<file path="config.mk">
export PLATFORM = sky130hd
export DESIGN_NAME = seq_det_ctrl_flat
export DESIGN_NICKNAME = d
export VERILOG_FILES = /design/src/rtl/seq_det_ctrl_if.sv /design/src/rtl/seq_det_ctrl.sv /design/src/flat_wrapper.sv
export SDC_FILE = /design/constraint.sdc
export NUM_CORES = 1
export LEC_CHECK = 0
export CORE_MARGIN = 4
export CORE_UTILIZATION = 58
export CTS_BUF_LIST = sky130_fd_sc_hd__clkbuf_8
export CTS_CLUSTER_DIAMETER = 150
export DETAILED_ROUTE_END_ITERATION = 6
export GPL_TIMING_DRIVEN = 0
export PLACE_DENSITY = 0.87
export SYNTH_ARGS = -nofsm -noshare
export SYNTH_HDL_FRONTEND = slang
export SYNTH_SLANG_ARGS = --single-unit
export TNS_END_PERCENT = 5
</file>
<file path="constraint.sdc">
create_clock -name clk_i -period 2.7 [get_ports clk_i]
set_input_delay 0.27 -clock clk_i [delete_from_list [all_inputs] [get_ports clk_i]]
set_output_delay 0.27 -clock clk_i [all_outputs]
set_load 0.02 [all_outputs]
</file>
<file path="src/rtl/seq_det_ctrl_if.sv">
// Request, serial-data and status bundle for seq_det_ctrl.
// The abort_i signal exists only when SEQ_DET_CTRL_ABORT_EN is defined.
interface seq_det_ctrl_if #(
  parameter int PAT_W = 5,
  parameter int LEN_W = 8,
  parameter int CNT_W = 8
);
  logic             start_i;
  logic [PAT_W-1:0] pattern_i;
  logic [LEN_W-1:0] len_i;
  logic             d_valid_i;
  logic             d_i;
`ifdef SEQ_DET_CTRL_ABORT_EN
  logic             abort_i;
`endif
  logic             d_ready_o;
  logic             match_o;
  logic [CNT_W-1:0] match_cnt_o;
  logic             busy_o;
  logic             done_o;

  modport master (
`ifdef SEQ_DET_CTRL_ABORT_EN
    output abort_i,
`endif
    output start_i, pattern_i, len_i, d_valid_i, d_i,
    input  d_ready_o, match_o, match_cnt_o, busy_o, done_o
  );

  modport slave (
`ifdef SEQ_DET_CTRL_ABORT_EN
    input  abort_i,
`endif
    input  start_i, pattern_i, len_i, d_valid_i, d_i,
    output d_ready_o, match_o, match_cnt_o, busy_o, done_o
  );
endinterface

</file>
<file path="src/rtl/seq_det_ctrl.sv">
// Serial pattern-detector job controller: counts overlapping matches of a latched
// pattern over a fixed-length bit stream. Optional abort via SEQ_DET_CTRL_ABORT_EN.
module seq_det_ctrl #(
  parameter int PAT_W = 5,
  parameter int LEN_W = 8,
  parameter int CNT_W = 8
) (
  input  logic           clk_i,
  input  logic           rst_ni,
  seq_det_ctrl_if.slave  bus
);

  localparam int FILL_W = $clog2(PAT_W + 1);

  localparam logic [2:0] ST_IDLE = 3'b001;
  localparam logic [2:0] ST_RUN  = 3'b010;
  localparam logic [2:0] ST_DONE = 3'b100;

  localparam logic [FILL_W-1:0] FILL_MAX = FILL_W'(PAT_W);
  localparam logic [FILL_W-1:0] FILL_THR = FILL_W'(PAT_W - 1);
  localparam logic [CNT_W-1:0]  CNT_MAX  = {CNT_W{1'b1}};

  logic [2:0]        state_r;
  logic [2:0]        state_nxt_s;
  logic [PAT_W-1:0]  pat_r;
  logic [PAT_W-1:0]  hist_r;
  logic [PAT_W-1:0]  cand_s;
  logic [LEN_W-1:0]  rem_r;
  logic [FILL_W-1:0] fill_r;
  logic [CNT_W-1:0]  cnt_r;
  logic              match_r;
  logic              busy_r;
  logic              done_r;
  logic              abort_s;
  logic              run_s;
  logic              ready_s;
  logic              accept_s;
  logic              start_ok_s;
  logic              hit_s;
  logic              last_s;

  function automatic logic [CNT_W-1:0] cnt_sat_inc(input logic [CNT_W-1:0] v);
    if (v == CNT_MAX) begin
      cnt_sat_inc = v;
    end else begin
      cnt_sat_inc = v + CNT_W'(1);
    end
  endfunction

  function automatic logic [FILL_W-1:0] fill_sat_inc(input logic [FILL_W-1:0] v);
    if (v >= FILL_MAX) begin
      fill_sat_inc = FILL_MAX;
    end else begin
      fill_sat_inc = v + FILL_W'(1);
    end
  endfunction

`ifdef SEQ_DET_CTRL_ABORT_EN
  assign abort_s = bus.abort_i;
`else
  assign abort_s = 1'b0;
`endif

  // The candidate window is the history with the incoming bit appended.
  assign cand_s     = {hist_r[PAT_W-2:0], bus.d_i};
  assign run_s      = (state_r == ST_RUN);
  assign ready_s    = run_s & ~abort_s;
  assign accept_s   = ready_s & bus.d_valid_i;
  assign start_ok_s = (state_r == ST_IDLE) & bus.start_i;
  assign last_s     = (rem_r == LEN_W'(1));
  assign hit_s      = accept_s & (cand_s == pat_r) & (fill_r >= FILL_THR);

  assign bus.d_ready_o   = ready_s;
  assign bus.match_o     = match_r;
  assign bus.match_cnt_o = cnt_r;
  assign bus.busy_o      = busy_r;
  assign bus.done_o      = done_r;

  // Next-state decode; any corrupted encoding recovers to IDLE.
  always_comb begin
    state_nxt_s = ST_IDLE;
    case (state_r)
      ST_IDLE: begin
        if (bus.start_i) begin
          if (bus.len_i != {LEN_W{1'b0}}) begin
            state_nxt_s = ST_RUN;
          end else begin
            state_nxt_s = ST_DONE;
          end
        end else begin
          state_nxt_s = ST_IDLE;
        end
      end
      ST_RUN: begin
        if (abort_s) begin
          state_nxt_s = ST_DONE;
        end else if (accept_s && last_s) begin
          state_nxt_s = ST_DONE;
        end else begin
          state_nxt_s = ST_RUN;
        end
      end
      ST_DONE: state_nxt_s = ST_IDLE;
      default: state_nxt_s = ST_IDLE;
    endcase
  end

  // State register plus busy/done flags registered from the next state.
  always_ff @(posedge clk_i or negedge rst_ni) begin
    if (!rst_ni) begin
      state_r <= ST_IDLE;
      busy_r  <= 1'b0;
      done_r  <= 1'b0;
    end else begin
      state_r <= state_nxt_s;
      busy_r  <= (state_nxt_s == ST_RUN) | (state_nxt_s == ST_DONE);
      done_r  <= (state_nxt_s == ST_DONE);
    end
  end

  // Job context: latched pattern, remaining bits, shift history and fill level.
  always_ff @(posedge clk_i or negedge rst_ni) begin
    if (!rst_ni) begin
      pat_r  <= {PAT_W{1'b0}};
      rem_r  <= {LEN_W{1'b0}};
      hist_r <= {PAT_W{1'b0}};
      fill_r <= {FILL_W{1'b0}};
    end else if (start_ok_s) begin
      pat_r  <= bus.pattern_i;
      rem_r  <= bus.len_i;
      hist_r <= {PAT_W{1'b0}};
      fill_r <= {FILL_W{1'b0}};
    end else if (accept_s) begin
      pat_r  <= pat_r;
      rem_r  <= rem_r - LEN_W'(1);
      hist_r <= cand_s;
      fill_r <= fill_sat_inc(fill_r);
    end else begin
      pat_r  <= pat_r;
      rem_r  <= rem_r;
      hist_r <= hist_r;
      fill_r <= fill_r;
    end
  end

  // Match pulse and saturating count; the count holds after DONE until the next start.
  always_ff @(posedge clk_i or negedge rst_ni) begin
    if (!rst_ni) begin
      match_r <= 1'b0;
      cnt_r   <= {CNT_W{1'b0}};
    end else if (start_ok_s) begin
      match_r <= 1'b0;
      cnt_r   <= {CNT_W{1'b0}};
    end else if (hit_s) begin
      match_r <= 1'b1;
      cnt_r   <= cnt_sat_inc(cnt_r);
    end else begin
      match_r <= 1'b0;
      cnt_r   <= cnt_r;
    end
  end

endmodule

</file>
<file path="src/flat_wrapper.sv">
// flat-port wrapper written by rule: the top's interface ports become plain ports
module seq_det_ctrl_flat 
#(
  parameter int PAT_W = 5,
  parameter int LEN_W = 8,
  parameter int CNT_W = 8
)
  (clk_i, rst_ni, bus_start_i, bus_pattern_i, bus_len_i, bus_d_valid_i, bus_d_i, bus_d_ready_o, bus_match_o, bus_match_cnt_o, bus_busy_o, bus_done_o);
  seq_det_ctrl_if #(.PAT_W(PAT_W), .LEN_W(LEN_W), .CNT_W(CNT_W)) bus_i ();
  input  logic clk_i;
  input  logic rst_ni;
  input wire logic [$bits(bus_i.start_i)-1:0] bus_start_i;
  input wire logic [$bits(bus_i.pattern_i)-1:0] bus_pattern_i;
  input wire logic [$bits(bus_i.len_i)-1:0] bus_len_i;
  input wire logic [$bits(bus_i.d_valid_i)-1:0] bus_d_valid_i;
  input wire logic [$bits(bus_i.d_i)-1:0] bus_d_i;
  output wire logic [$bits(bus_i.d_ready_o)-1:0] bus_d_ready_o;
  output wire logic [$bits(bus_i.match_o)-1:0] bus_match_o;
  output wire logic [$bits(bus_i.match_cnt_o)-1:0] bus_match_cnt_o;
  output wire logic [$bits(bus_i.busy_o)-1:0] bus_busy_o;
  output wire logic [$bits(bus_i.done_o)-1:0] bus_done_o;
  assign bus_i.start_i = bus_start_i;
  assign bus_i.pattern_i = bus_pattern_i;
  assign bus_i.len_i = bus_len_i;
  assign bus_i.d_valid_i = bus_d_valid_i;
  assign bus_i.d_i = bus_d_i;
  assign bus_d_ready_o = bus_i.d_ready_o;
  assign bus_match_o = bus_i.match_o;
  assign bus_match_cnt_o = bus_i.match_cnt_o;
  assign bus_busy_o = bus_i.busy_o;
  assign bus_done_o = bus_i.done_o;
  seq_det_ctrl #(.PAT_W(PAT_W), .LEN_W(LEN_W), .CNT_W(CNT_W)) u_core (.clk_i(clk_i), .rst_ni(rst_ni), .bus(bus_i));
endmodule
</file>
==> results of run 1 <==
[metrics by stage]
stage	power, mW	area [um^2]
6_report	1.674	2062
5_1_grt	1.803	2062
4_1_cts	1.690	2062
3_5_place_dp	1.342	1982
3_3_place_gp	1.308	1987
2_1_floorplan	1.149	1658
[Yosys cell counts (3+ instances only)]
library cell | instances | area share, %
a221o_1 | 5 | 3.0
nand2_1 | 30 | 6.8
dfrtp_1 | 33 | 50
nand4_1 | 4 | 1.5
nor4_1 | 4 | 1.5
ha_1 | 5 | 3.8
mux2i_1 | 3 | 1.8
xnor2_1 | 5 | 2.6
nor3_1 | 7 | 2.1
inv_1 | 6 | 1.4
nor2_1 | 11 | 2.5
a21oi_1 | 9 | 2.7
a22o_1 | 5 | 2.6
o21ai_0 | 4 | 1.2
nand3_1 | 7 | 2.1
clkbuf_1 | 5 | 1.1
[layer usage]
metal  wire [um]  share of wire [%]  track usage [%]
met2        1839                 50            35.50
met3         233                6.3            6.499
met1        1581                 43            27.42
met4          53                1.4            8.788
met5           0                  0                0
[cell families after synthesis]
logic type      count (synthesis)  synth area share (%)
buf+inv                        13                 3.018
mux                             3                 1.811
fa+ha+maj                       5                 3.774
flops                          34                 51.40
xor+xnor                        5                 2.641
compound gates                 34                 14.64
simple gates                   75                 22.72
[worst paths after layout]
| kind | startpoint | end | slack (ns) | depth (start not counted) |
|---|---|---|---|---|
| worst max-delay path | u_core.state_r[0]$_DFF_PN1_ | u_core.bus.match_cnt_o[2]$_DFFE_PN0P_ | 0.48 | 4 |
| worst min-delay path | rst_ni | u_core.bus.match_cnt_o[2]$_DFFE_PN0P_ | 0.04 | 1 |
| worst max register to register | u_core.state_r[0]$_DFF_PN1_ | u_core.bus.match_cnt_o[2]$_DFFE_PN0P_ | 0.48 | 4 |
| worst min register to register | u_core.pat_r[0]$_DFFE_PN0P_ | u_core.pat_r[0]$_DFFE_PN0P_ | 0.50 | 2 |
| max in group asynchronous | rst_ni | u_core.rem_r[2]$_DFFE_PN0P_ | 2.20 | 1 |
| min in group clk_i | u_core.pat_r[0]$_DFFE_PN0P_ | u_core.pat_r[0]$_DFFE_PN0P_ | 0.50 | 2 |
[registers in the layout, summed over array words and instances, names as in the netlist]
| name | flops |
|---|---|
| u_core.pat_r | 5 |
| u_core.bus.done_o | 1 |
| u_core.state_r | 3 |
| u_core.fill_r | 3 |
| u_core.hist_r | 4 |
| u_core.bus.match_o | 1 |
| u_core.rem_r | 8 |
| u_core.bus.busy_o | 1 |
| u_core.bus.match_cnt_o | 8 |
[layout by cell type, fill, tap and decap left out, types with 2 or more instances in the layout]
cell             synthesis  layout
a221o_1                  5       5
o31ai_1                  2       2
nor2_1                  11      11
nor4_1                   4       4
a22o_1                   5       5
or4_1                    2       2
xnor2_1                  5       5
clkbuf_8                 0       5
nand2b_1                 2       2
o21ai_1                  2       2
ha_1                     5       5
a21oi_1                  9       9
dfrtp_1                 33      33
a32oi_1                  2       2
clkdlybuf4s50_1          0      28
nand3_1                  7       7
inv_1                    6       9
nand2_1                 30      30
buf_2                    1       2
nand4_1                  4       4
clkbuf_1                 5       5
o21ai_0                  4       4
nor3_1                   7       7
mux2i_1                  3       3
[worst max-delay path, stage by stage, from the launching register on]
cell and delay (ns):
dfstp_2 0.56, nor4bb_1 0.53, clkbuf_1 0.41, clkbuf_1 0.46
nor3_1 0.12
[final cells by class]
cell class / instances / share of cell area [%]
sequential: 34 / 41.32
multi-input combinational: 122 / 36.65
timing repair buffer: 29 / 13.83
clock buffer: 5 / 3.337
tap: 31 / 1.881
inverter: 7 / 1.274
buffer: 6 / 1.153
clock inverter: 3 / 0.5461
[power by group through the flow]
| stage | combinational, mW | sequential, mW | clock, mW |
|---|---|---|---|
| 4_1_cts | 0.566 | 0.772 | 0.352 |
| 6_report | 0.560 | 0.773 | 0.342 |
| 5_1_grt | 0.630 | 0.796 | 0.377 |
| 2_1_floorplan | 0.389 | 0.760 | 0 |
| 3_3_place_gp | 0.539 | 0.769 | 0 |
| 3_5_place_dp | 0.562 | 0.780 | 0 |
==> results.sh, run 1 <==
export IMPL_final_nets=228
export IMPL_avgSynthCellArea_um2=9.810
export IMPL_hold_slack_ns=0.04193
export IMPL_slew_violations=0
export IMPL_final_cells=237
export IMPL_finalSetupViolations=0
export IMPL_syn_nets=192
export IMPL_critPathMaxFanout=10
export IMPL_antenna_cells=0
export IMPL_h_tree_depth=2
export IMPL_post_cts_buffers=0
export IMPL_grtUsageTotal_pct=21.88
export IMPL_ios=30
export IMPL_peakVddDrop_uv=764.0
export IMPL_synth_cell_type_count=37
export IMPL_powerDensity_nw_per_um2=812.0
export IMPL_timing_fmax_mhz=449.5
export IMPL_end_kind="register"
export IMPL_hold_violations=0
export IMPL_required_ns=2.85
export IMPL_drive_gt1_share_pct=5.340
export IMPL_antenna_found_initial=0
export IMPL_finalCritPeriodShare_pct=82.39
export IMPL_synth_warnings=0
export IMPL_area_growth_synth_to_final_pct=24.38
export IMPL_worst_pin_slew_ns=0.7306
export IMPL_regArea_um2=852.1
export IMPL_dp_cells=229
export IMPL_fin_util_pct=75.42
export IMPL_rows=19
export IMPL_cellLeakagePower_nw=0.8818
export IMPL_cts_buffers=5
export IMPL_hpwl_um=2753
export IMPL_wire_per_inst_um=15.64
export IMPL_drtPass1Iterations=4
export IMPL_seq_area_frac_synth_pct=51.40
export IMPL_clkSinkCount=34
export IMPL_ctsRootBufferMaster="clkbuf_8"
export IMPL_synth_edf_count=0
export IMPL_worstSetupPathType="reg2reg"
export IMPL_portBuffers=29
export IMPL_ant_nets=0
export IMPL_dieArea_um2=3778
export IMPL_worst_ep_arrival_time_ns=2.37
export IMPL_synth_cells=169
export IMPL_grt_overflow_total=0
export IMPL_clk_pin_slew_worst_paths_ns=0.06
export IMPL_cts_hold_buffers=0
export IMPL_fin_setup_tns_ns=0
export IMPL_synthArstFlopShare_pct=100.0
export IMPL_postCtsResizedCells=0
export IMPL_internal_power_mw=1.073
export IMPL_grt_pass1_vias=1418
export IMPL_switchingPower_uw=601.3
export IMPL_drt_iter0_drc=72
export IMPL_ys_ff_latch=34
export IMPL_worstSetupStartpointType="register"
export IMPL_multi_input_area_um2=755.7
export IMPL_grt_max_degree=35
export IMPL_skew_ns=0.003118
export IMPL_die_y_um=61.47
export IMPL_p_sw_share_pct=35.91
export IMPL_holdCritPathClass="in2async"
export IMPL_n_fill_cell=199
export IMPL_maxSlewHeadroom_pct=51.30
export IMPL_cap_violations=0
export IMPL_pwr_share_clk_pct=20.4
export IMPL_cts_tree="yes"
export IMPL_chipWidth_um=61.47
export IMPL_rsz0062_at_grt="false"
export IMPL_dpl_worst_slack_ns=0.3734
export IMPL_combPwrFrac_pct=33.4
export IMPL_outcome="complete, no violations"
export IMPL_clk_path_buf_depth=2
export IMPL_grt_first_pass_wirelength_um=6072
export IMPL_place_gp_congestion=0.9029
export IMPL_vias=1427
export IMPL_sequentialPowerShare_pct=46.2
export IMPL_initial_core_util_pct=60.64
export IMPL_min_period_ns=2.225
export IMPL_syn_area_um2=1658
export IMPL_viasPerCell=6.021
export IMPL_setup_slack_ns=0.4754
export IMPL_synthFlopType="dfrtp_1"
export IMPL_drcViolationCount=0
export IMPL_wirelength_um=3706
export IMPL_worstSkewPairLatency_ns=0.28
export IMPL_coreArea_um2=2734
Power figures use the tool's default switching activity.
==> run 2: changes to the inputs <==
Settings changed: CORE_UTILIZATION 58 to 54, PLACE_DENSITY 0.87 to 0.82.
Clock period 2.7 ns to 2.3 ns, I/O delays scaled along.
==> run 2 against run 1 <==
The run now ends with hold timing left; sequential share of layout area fell by 1.3 points; first-iteration DRC count rose by 24%; non-clock buffer count did not move; total power rose by 34%; hold slack got worse by 0.052 ns; clock-buffer cell count did not move; critical path type unchanged; largest power group unchanged; highest routed layer unchanged.
==> results.sh, run 2 (synthesis gave the netlist of run 1 again) <==
export IMPL_finalCritPeriodShare_pct=87.50
export IMPL_grt_pass1_vias=1405
export IMPL_required_ns=2.49
export IMPL_worstSetupPathType="reg2reg"
export IMPL_hold_slack_ns=-0.009945
export IMPL_finalSetupViolations=0
export IMPL_failed_checks="hold timing"
export IMPL_ctsRootBufferMaster="clkbuf_8"
export IMPL_wl_met2_um=1932
export IMPL_final_cell_mix="dfrtp_1, nand2_1, clkdlybuf4s50_1, nor2_1, a21oi_1"
export IMPL_vias=1428
export IMPL_critPathMaxFanout=7
export IMPL_hold_violations=12
export IMPL_viasPerCell=6.025
export IMPL_wirelength_um=3887
export IMPL_routed_top_layer="met4"
export IMPL_wire_per_inst_um=16.40
export IMPL_setup_slack_ns=0.2875
export IMPL_worst_ep_arrival_time_ns=2.20
export IMPL_initial_core_util_pct=58.11
export IMPL_antenna_cells=0
export IMPL_dieArea_um2=4021
export IMPL_ios=30
export IMPL_holdCritPathClass="in2async"
export IMPL_final_nets=228
export IMPL_antenna_found_initial=0
export IMPL_grtUsageTotal_pct=21.34
export IMPL_ant_nets=0
export IMPL_clk_path_buf_depth=2
export IMPL_min_period_ns=2.013
export IMPL_grt_overflow_total=0
export IMPL_maxSlewHeadroom_pct=51.00
export IMPL_mostFrequentLayoutCell="dfrtp_1"
export IMPL_worstSetupStartpointType="register"
export IMPL_drtPass1Iterations=4
export IMPL_coreArea_um2=2853
export IMPL_rsz0062_at_grt="false"
export IMPL_worst_pin_slew_ns=0.7350
export IMPL_drive_gt1_share_pct=7.767
export IMPL_grt_first_pass_wirelength_um=6699
export IMPL_area_growth_synth_to_final_pct=28.30
export IMPL_powerDensity_nw_per_um2=1057
export IMPL_wl_met3_um=215
export IMPL_slew_violations=0
export IMPL_cts_tree="yes"
export IMPL_worstSkewPairLatency_ns=0.30
export IMPL_drt_iter0_drc=89
export IMPL_dpl_worst_slack_ns=-0.03531
export IMPL_outcome="finished, violations left"
export IMPL_clk_pin_slew_worst_paths_ns=0.08
export IMPL_timing_fmax_mhz=496.9
export IMPL_n_fill_cell=213
export IMPL_rows=19
export IMPL_skew_ns=0.01151
export IMPL_cts_buffers=5
export IMPL_peakVddDrop_uv=605.4
export IMPL_cts_hold_buffers=0
export IMPL_chipWidth_um=63.41
export IMPL_cellLeakagePower_nw=0.9025
export IMPL_place_gp_congestion=0.8415
export IMPL_drcViolationCount=0
export IMPL_portBuffers=29
export IMPL_grt_max_degree=35
export IMPL_die_y_um=63.41
export IMPL_h_tree_depth=2
export IMPL_end_kind="register"
export IMPL_clkSinkCount=34
export IMPL_wl_met1_um=1663
export IMPL_cap_violations=0
export IMPL_hpwl_um=2684
export IMPL_fin_util_pct=74.56
## run 2: cell count changes in the layout (fill, tap and decap cells not counted)
cell / delta
inv_1: -3
bufinv_16: +2
clkbuf_1: -1
clkbuf_2: +1
clkinv_4: +1
nor4bb_1: -1
nor4bb_2: +1
## run 2: per-layer routing
layer / up-vias / track usage, %
met2: 49 / 32.33
li1: 685 / -
met5: - / 0
met3: 8 / 4.973
met1: 686 / 28.55
met4: 0 / 10.78
## run 2: worst paths after layout
check                      cells after the start  slack [ns]                   startpoint                      endpoint
setup / recovery                               5        0.29  u_core.state_r[2]$_DFF_PN0_   u_core.rem_r[5]$_DFFE_PN0P_
hold / removal                                 1       -0.01                       rst_ni   u_core.state_r[1]$_DFF_PN0_
setup reg to reg                               5        0.29  u_core.state_r[2]$_DFF_PN0_   u_core.rem_r[5]$_DFFE_PN0P_
hold reg to reg                                2        0.51  u_core.pat_r[1]$_DFFE_PN0P_   u_core.pat_r[1]$_DFFE_PN0P_
max in group asynchronous                      1        1.83                       rst_ni  u_core.fill_r[1]$_DFFE_PN0P_
min in group clk_i                             3        0.46             bus_pattern_i[3]   u_core.pat_r[3]$_DFFE_PN0P_
## run 2: power by group
part	internal [mW]	switching, mW
Combinational	0.296	0.370
Clock	0.434	0.234
Sequential	0.765	0.150
## run 2: critical path: stages (launching register included)
cell and delay (ns):
dfrtp_1 0.42, nor3b_2 0.30, nand2_1 0.26, nor3_1 0.51, a21oi_1 0.15, a221o_1 0.28
## run 2: what timing repair did
action,in CTS,in global routing
gates resized for setup,0,3
buffers inserted,0,0
setup endpoints to repair,0,10
## run 2: cell type report
| class | count | area [um^2] | area share (%) |
|---|---|---|---|
| well taps | 31 | 38.79 | 1.824 |
| inverters | 7 | 26.28 | 1.235 |
| flip-flops and latches | 34 | 852.1 | 40.06 |
| clock buffers | 5 | 68.82 | 3.235 |
| repair buffers | 29 | 285.3 | 13.41 |
| multi-input cells | 122 | 762.0 | 35.82 |
| plain buffers | 6 | 25.02 | 1.176 |
| clock inverters | 3 | 68.82 | 3.235 |
## run 2: stage by stage
stage / instances / cell area, um^2 / setup TNS, ns / hold slack (ns) / power, mW
2_1_floorplan: 169 / 1658 / 0 / -0.06559 / 1.349
3_3_place_gp: 229 / 1987 / 0 / 0.4831 / 1.524
3_5_place_dp: 229 / 1982 / -0.06095 / 0.3313 / 1.572
4_1_cts: 237 / 2120 / 0 / 0.01552 / 2.245
5_1_grt: 237 / 2127 / 0 / 0.05939 / 2.403
6_report: 237 / 2127 / 0 / -0.009945 / 2.249
